File: config.mk
export PLATFORM = sky130hd
export DESIGN_NAME = hazard_ctrl
export DESIGN_NICKNAME = d
export VERILOG_FILES = /design/src/rtl/dlx_pipe_pkg.sv /design/src/rtl/multicycle_ctr.sv /design/src/rtl/hazard_ctrl.sv
export SDC_FILE = /design/constraint.sdc
export NUM_CORES = 1
export LEC_CHECK = 0
export CAP_MARGIN = 30
export CORE_MARGIN = 2
export CORE_UTILIZATION = 50
export CTS_CLUSTER_SIZE = 8
export DETAILED_ROUTE_END_ITERATION = 16
export GPL_TIMING_DRIVEN = 0
export HOLD_SLACK_MARGIN = 0.02
export PLACE_DENSITY = 0.84
export SLEW_MARGIN = 20
export SYNTH_ARGS = -nofsm -noshare
export SYNTH_HDL_FRONTEND = slang
export SYNTH_SLANG_ARGS = --single-unit
File: constraint.sdc
create_clock -name clk -period 8.8 [get_ports clk]
set_input_delay 2.64 -clock clk [delete_from_list [all_inputs] [get_ports clk]]
set_output_delay 2.64 -clock clk [all_outputs]
set_load 0.02 [all_outputs]
File: src/rtl/dlx_pipe_pkg.sv
// Shared types for the DLX pipeline hazard logic: forwarding selects, the
// per-stage writer record and the matching helpers used by the interlock.
package dlx_pipe_pkg;

  localparam int DLX_REG_AW  = 5;
  localparam int MUL_LAT_DEF = 4;

  typedef enum logic [1:0] {
    FWD_RF    = 2'd0,
    FWD_EXMEM = 2'd1,
    FWD_MEMWB = 2'd2
  } fwd_sel_t;

  typedef struct packed {
    logic                  valid;
    logic [DLX_REG_AW-1:0] rd;
    logic                  regwr;
    logic                  is_load;
  } stage_rec_t;

  // r0 is hard-wired zero, so it can never be a hazard or a forward source.
  function automatic logic rec_match(input stage_rec_t rec, input logic [DLX_REG_AW-1:0] r);
    return rec.valid && rec.regwr && (rec.rd == r) && (r != '0);
  endfunction

  function automatic fwd_sel_t fwd_pick(input stage_rec_t ex_rec, input stage_rec_t mem_rec,
                                        input logic [DLX_REG_AW-1:0] r);
    if (rec_match(ex_rec, r))  return FWD_EXMEM;
    if (rec_match(mem_rec, r)) return FWD_MEMWB;
    return FWD_RF;
  endfunction

endpackage

File: src/rtl/multicycle_ctr.sv
// Occupancy counter for multi-cycle EX operations: busy for LAT-1 cycles
// after start; clear is an asynchronous wipe tied to the core reset.
module multicycle_ctr #(
  parameter int LAT = 4
) (
  input  logic clk,
  input  logic clear,
  input  logic start,
  output logic busy
);

  localparam int CW = (LAT > 1) ? $clog2(LAT) : 1;

  logic [CW-1:0] cnt_q;
  logic [CW-1:0] cnt_d;

  always_comb begin
    cnt_d = cnt_q;
    if (start && (LAT > 1)) cnt_d = CW'(LAT - 1);
    else if (cnt_q != '0)   cnt_d = cnt_q - 1'b1;
  end

  always_ff @(posedge clk or posedge clear) begin
    if (clear) cnt_q <= '0;
    else       cnt_q <= cnt_d;
  end

  assign busy = (cnt_q != '0);

endmodule

File: src/rtl/hazard_ctrl.sv
// Interlock and forwarding controller beside DLX decode: tracks EX/MEM/WB
// writers, raises load-use / branch / multiply stalls, registers EX fwd selects.
module hazard_ctrl
  import dlx_pipe_pkg::*;
#(
  parameter int REG_AW  = DLX_REG_AW,
  parameter int MUL_LAT = MUL_LAT_DEF
) (
  input  logic              clk,
  input  logic              reset,
  input  logic              id_valid,
  input  logic              id_kill,
  input  logic [REG_AW-1:0] id_rs1,
  input  logic [REG_AW-1:0] id_rs2,
  input  logic              id_rs1_used,
  input  logic              id_rs2_used,
  input  logic [REG_AW-1:0] id_rd,
  input  logic              id_regwr,
  input  logic              id_is_load,
  input  logic              id_is_mul,
  input  logic              id_is_branch,
  output logic              stall,
  output logic              bubble_ex,
  output logic              ex_hold,
  output logic [1:0]        fwd_a_sel,
  output logic [1:0]        fwd_b_sel,
  output logic              mul_busy,
  output stage_rec_t        dbg_wb_rec
);

  stage_rec_t ex_q, mem_q, wb_q;
  stage_rec_t ex_d, mem_d, wb_d;
  stage_rec_t id_rec;
  fwd_sel_t   fwd_a_q, fwd_b_q, fwd_a_d, fwd_b_d;

  logic [DLX_REG_AW-1:0] rs1, rs2;
  logic haz_rs1, haz_rs2, hazard, issue;

  assign rs1    = DLX_REG_AW'(id_rs1);
  assign rs2    = DLX_REG_AW'(id_rs2);
  assign id_rec = '{valid: 1'b1, rd: DLX_REG_AW'(id_rd), regwr: id_regwr, is_load: id_is_load};

  // Branches resolve in ID, so rs1 also waits on ALU results in EX and loads in MEM.
  assign haz_rs1 = id_rs1_used &
                   ((rec_match(ex_q, rs1) & ex_q.is_load) |
                    (id_is_branch & rec_match(ex_q, rs1)) |
                    (id_is_branch & rec_match(mem_q, rs1) & mem_q.is_load));
  assign haz_rs2 = id_rs2_used & rec_match(ex_q, rs2) & ex_q.is_load;

  assign hazard = id_valid & ~id_kill & (haz_rs1 | haz_rs2);
  assign issue  = id_valid & ~id_kill & ~hazard & ~mul_busy;

  assign stall     = hazard | mul_busy;
  assign bubble_ex = hazard & ~mul_busy;
  assign ex_hold   = mul_busy;

  always_comb begin
    ex_d    = ex_q;
    mem_d   = '0;
    wb_d    = mem_q;
    fwd_a_d = fwd_a_q;
    fwd_b_d = fwd_b_q;
    if (!mul_busy) begin
      mem_d   = ex_q;
      ex_d    = issue ? id_rec : '0;
      fwd_a_d = issue ? fwd_pick(ex_q, mem_q, rs1) : FWD_RF;
      fwd_b_d = issue ? fwd_pick(ex_q, mem_q, rs2) : FWD_RF;
    end
  end

  always_ff @(posedge clk or posedge reset) begin
    if (reset) begin
      ex_q    <= '0;
      mem_q   <= '0;
      wb_q    <= '0;
      fwd_a_q <= FWD_RF;
      fwd_b_q <= FWD_RF;
    end else begin
      ex_q    <= ex_d;
      mem_q   <= mem_d;
      wb_q    <= wb_d;
      fwd_a_q <= fwd_a_d;
      fwd_b_q <= fwd_b_d;
    end
  end

  multicycle_ctr #(.LAT(MUL_LAT)) u_mul_ctr (
    .clk   (clk),
    .clear (reset),
    .start (issue & id_is_mul),
    .busy  (mul_busy)
  );

  assign fwd_a_sel  = fwd_a_q;
  assign fwd_b_sel  = fwd_b_q;
  assign dbg_wb_rec = wb_q;

endmodule

-- Yosys cells after proc, flatten, opt, wreduce, memory -nomap -nowiden
Cells that the tools add are included.
- add/sub/neg operators: 1
- multiply operators: 0
- divide/modulo/power cells: 0
- $lt $le $gt $ge: 0
- eq/ne operators: 4
- shift-type cells: 0
- muxes and demuxes: 24
- bitwise operators: 20
- reduce and logical (&&, ||, !) cells: 14
- operators by type and width (cell ; count):
    $mux W2 ; 12
    $eq A5 B5 Y1 ; 4
    $mux W8 ; 2
    $and A1 B1 Y1 ; 13
    $logic_and A1 B1 Y1 ; 10
    $mux W1 ; 10
    $reduce_bool A5 Y1 ; 2
    $or A1 B1 Y1 ; 4
    $reduce_bool A2 Y1 ; 2
    $not A1 Y1 ; 3
    $sub A2 B1 Y2 const B ; 1
- register bits: 30
- latch bits: 0
- RAM bits: 0
- ROM bits: 0
- input bits: 25
- output and inout port bits: 16
- memories kept: 0

-- Longest topological paths before layout
- word-level depth: 14
- gate-level depth with buffers: 7
- mapped depth without buffers: 7

-- By module
Synthesis repeated with hierarchy kept, for this count alone.
- cell total of the unflattened synthesis: 122
- area total of the unflattened synthesis: 1413.9 um^2
- modules (own cells, without submodules) (module ; instances ; cells an instance ; area each (um^2)):
    hazard_ctrl ; 1 ; 110 ; 1300.0
    multicycle_ctr ; 1 ; 12 ; 113.9

-- Least setup slack after synthesis
No wires, ideal clock.
- kind: input to output
- from: input port id_rs2[2]
- to: output port bubble_ex
- arrival time: 4133 ps
- path slack: 2027 ps
- stages: 6
- path buffers: 0
- cells stage by stage: xor2_1 > a211o_1 > nor4b_4 > nand3_1 > and2_1 > nor3_1
- longest elaborated chain between the ends: 8
- elaborated cells between the ends (all ways): 9
- those cells by class: eq/ne: 1; bitwise: 5; reduce/logical: 3
- ends and longest elaborated chain (element ; line ; RTL):
    start, declared ; hazard_ctrl.sv:14 ; input logic [REG_AW-1:0] id_rs2,
    $eq A5 B5 Y1 ; dlx_pipe_pkg.sv:23 ; return rec.valid && rec.regwr && (rec.rd == r) && (r != '0);
    $logic_and A1 B1 Y1 ; dlx_pipe_pkg.sv:23 ;
    $logic_and A1 B1 Y1 * ; dlx_pipe_pkg.sv:23 ;
    $and A1 B1 Y1 * (2 in a row) ; hazard_ctrl.sv:48 ; assign haz_rs2 = id_rs2_used & rec_match(ex_q, rs2) & ex_q.is_load;
    $or A1 B1 Y1 * ; hazard_ctrl.sv:50 ; assign hazard = id_valid & ~id_kill & (haz_rs1 | haz_rs2);
    $and A1 B1 Y1 * ; hazard_ctrl.sv:50 ;
    $and A1 B1 Y1 * ; hazard_ctrl.sv:54 ; assign bubble_ex = hazard & ~mul_busy;
    end, declared ; hazard_ctrl.sv:23 ; output logic bubble_ex,
Mark *: on every way between the ends. The rest lies on a longest branch, timed or not.

-- Worst setup path in the final report
- from: input port id_rs2[0]
- to: output port bubble_ex
Same word-level chain as after synthesis.

==> results.sh <==
export IMPL_status="completed"
export IMPL_ctsHoldBuffers=0
export IMPL_die_width_microns=57.18
export IMPL_syn_avg_cell_area_sq_um=12.08
export IMPL_cp_end_kind="primary output"
export IMPL_numPortBuffers=40
export IMPL_final_cell_mix="40 x clkdlybuf4s50_1, 30 x dfrtp_1, 16 x xnor2_1, 10 x and2_1, 10 x a22o_1"
export IMPL_synthesis_area_sq_um=1414
export IMPL_first_global_vias=1105
export IMPL_core_rowCount=19
export IMPL_gp_congestion=0.8114
export IMPL_setup_violations=0
export IMPL_cts_tree="built"
export IMPL_post_cts_buffers=0
export IMPL_antenna_left=0
export IMPL_min_delay_start="mem_q[1]"
export IMPL_area_delta_synth_final_pct=37.70
export IMPL_skew_ns=0.01324
export IMPL_dpl_instance_area_sq_um=1868
export IMPL_reg2reg_depth=7
export IMPL_h_tree_depth=2
export IMPL_stdcell_area_sq_um=1947
export IMPL_hold_path_class="flip-flop to flip-flop"
export IMPL_hold_depth=0
export IMPL_p_leak_nw=0.8354
export IMPL_worstPathArrival_ns=5.20
export IMPL_post_place_ws_ns=0.9959
export IMPL_clkTransAtPathRegs_ns=0.10
export IMPL_whs_ns=0.3866
export IMPL_fin_ws_ns=0.9603
export IMPL_routedWlPerCell_microns=15.42
export IMPL_core_area_sq_um=2710
export IMPL_critPathMaxFanout=4
export IMPL_clkSinkCount=30
export IMPL_max_freq_mhz=127.6
export IMPL_dpl_hpwl_microns=2398
export IMPL_finalHoldViolations=0
export IMPL_fillers=210
export IMPL_num_nets_final=191
export IMPL_grt_max_degree=21
export IMPL_maxCapViolCount=0
export IMPL_r2r_start="ex_q[4]"
export IMPL_setup_tns_ns=0
export IMPL_ctsResizeCount=0
export IMPL_grt_pass1_wl_microns=5154
export IMPL_worstMarginPinSlew_ns=0.5157
export IMPL_drcViolationCount=0
export IMPL_rsz0062_at_grt="no"
export IMPL_synth_top_cell_by_area="dfrtp_1"
export IMPL_critPathKind="input port to primary output"
export IMPL_drive_above_1_share=0.1084
export IMPL_vias=1077
export IMPL_antenna_diode_count=0
export IMPL_final_min_clock_period_ns=7.840
export IMPL_routed_via_density=5.467
export IMPL_dieArea_sq_um=3269
export IMPL_synth_nets=143
export IMPL_drt_iter0_drc=18
export IMPL_worstPathRequired_ns=6.16
export IMPL_ys_ff_latch=30
export IMPL_slew_headroom=0.6530
export IMPL_async_flop_share=1.000
export IMPL_peakVddDrop_uv=264.4
export IMPL_pwr_density_cell_nw_per_um2=254.8
export IMPL_multi_input_area_sq_um=621.8
export IMPL_dr_pass1_iters=4
export IMPL_grt_overflow_total=0
export IMPL_synth_top_area_frac=0.5310
export IMPL_io_pins=41
export IMPL_seq_area_frac_synth=0.5310
export IMPL_r2r_setup_slack_ns=6.67
export IMPL_min_to="dbg_wb_rec[1]"
export IMPL_synth_flop_cell="dfrtp_1"
export IMPL_finalWirelength_microns=3037
export IMPL_ys_warn_count=0
export IMPL_numCtsBuffers=5
export IMPL_start_kind="input port"
export IMPL_grt_usage=0.2133
export IMPL_cts_root_buffer="clkbuf_4"
export IMPL_die_h_microns=57.18
export IMPL_clk_latency_ns=0.33
export IMPL_max_clock_path_buffers=2
export IMPL_seq_area_sq_um=750.7
export IMPL_netlist_instances=117
export IMPL_layout_commonest_cell="clkdlybuf4s50_1"
export IMPL_synth_edf_count=0
export IMPL_netlist_top_cells_area="dfrtp_1 53%, xnor2_1 9.9%, a22o_1 6.2%"
export IMPL_finalCritPeriodShare=0.8909
export IMPL_slew_viol_final=0
export IMPL_synth_cell_types=35
export IMPL_r2r_end="fwd_b_sel[0]"
export IMPL_antenna_found_initial=0
export IMPL_initial_core_util=0.5217
## critical path, cell delays in order
cell	delay (ns)
clkdlybuf4s50_1	0.57
nor3_1	0.11
a211o_1	0.35
nor4b_4	0.35
nand3_1	0.18
and2_1	0.22
nor3_1	0.15
clkdlybuf4s50_1	0.64
## metrics by stage
stage | util | power, mW | cells
5_1_grt | 0.7184 | 0.5259 | 197
4_1_cts | 0.7184 | 0.5005 | 197
3_3_place_gp | 0.6837 | 0.3826 | 188
3_5_place_dp | 0.6893 | 0.3919 | 189
2_1_floorplan | - | 0.3224 | 117
6_report | 0.7184 | 0.4960 | 197
## layout make-up
type	instances	area share
Buffer	4	0.01350
Clock buffer	6	0.02121
Clock inverter	2	0.01928
Inverter	4	0.007712
Multi-Input combinational cell	79	0.3194
Sequential cell	30	0.3856
Tap cell	31	0.01992
Timing Repair Buffer	41	0.2134
## how the worst max path moves through the flow
| stage | cells past startpoint | endpoint | slack, ns | from |
|---|---|---|---|---|
| after detailed placement | 8 | bubble_ex | 1.0 | id_rs2[0] |
| after CTS | 8 | bubble_ex | 0.98 | id_rs2[0] |
| after global routing | 8 | bubble_ex | 0.85 | id_rs2[0] |
| after floorplan | 6 | bubble_ex | 2.03 | id_rs2[2] |
| final | 8 | bubble_ex | 0.96 | id_rs2[0] |
| after global placement | 8 | bubble_ex | 1.10 | id_rs2[0] |
## flip-flops by register name, indices dropped and copies added, names as in the netlist
register	flops
dbg_wb_rec	8
fwd_a_sel	2
ex_q	8
u_mul_ctr.cnt_q	2
fwd_b_sel	2
mem_q	8
## logic make-up after synthesis
logic type / share of synthesized area
AO/OA/AOI/OAI: 0.1327
XOR/XNOR: 0.1301
adder cells (fa/ha/maj): 0.008848
buffers and inverters: 0.02920
flip-flops: 0.5310
multiplexers: 0.007080
AND/OR/NAND/NOR: 0.1611
## layer usage
metal,up-vias,wire length [microns],GRT usage
li1,511,-,-
met4,0,74,0.1096
met2,30,1500,0.3317
met1,530,1294,0.2619
met3,6,167,0.07710
met5,-,0,0
## synth_stat cells, types with 2 or more instances
master	number
nand3_1	3
nor3_1	3
nand4_1	3
inv_1	3
clkbuf_1	2
dfrtp_1	30
nand2_1	2
a22o_1	10
xnor2_1	16
a21oi_1	2
and2_1	10
nor2_1	5
xor2_1	5
o211ai_2	2
## power by group
part	total [mW]	internal, mW	leakage, nW	switching (mW)
registers	0.203	0.171	0.408	0.0318
clock network	0.109	0.0599	0.0385	0.0486
logic	0.184	0.0962	0.389	0.0880
total	0.496	0.328	0.835	0.168
(Power assumes the default switching activity.)
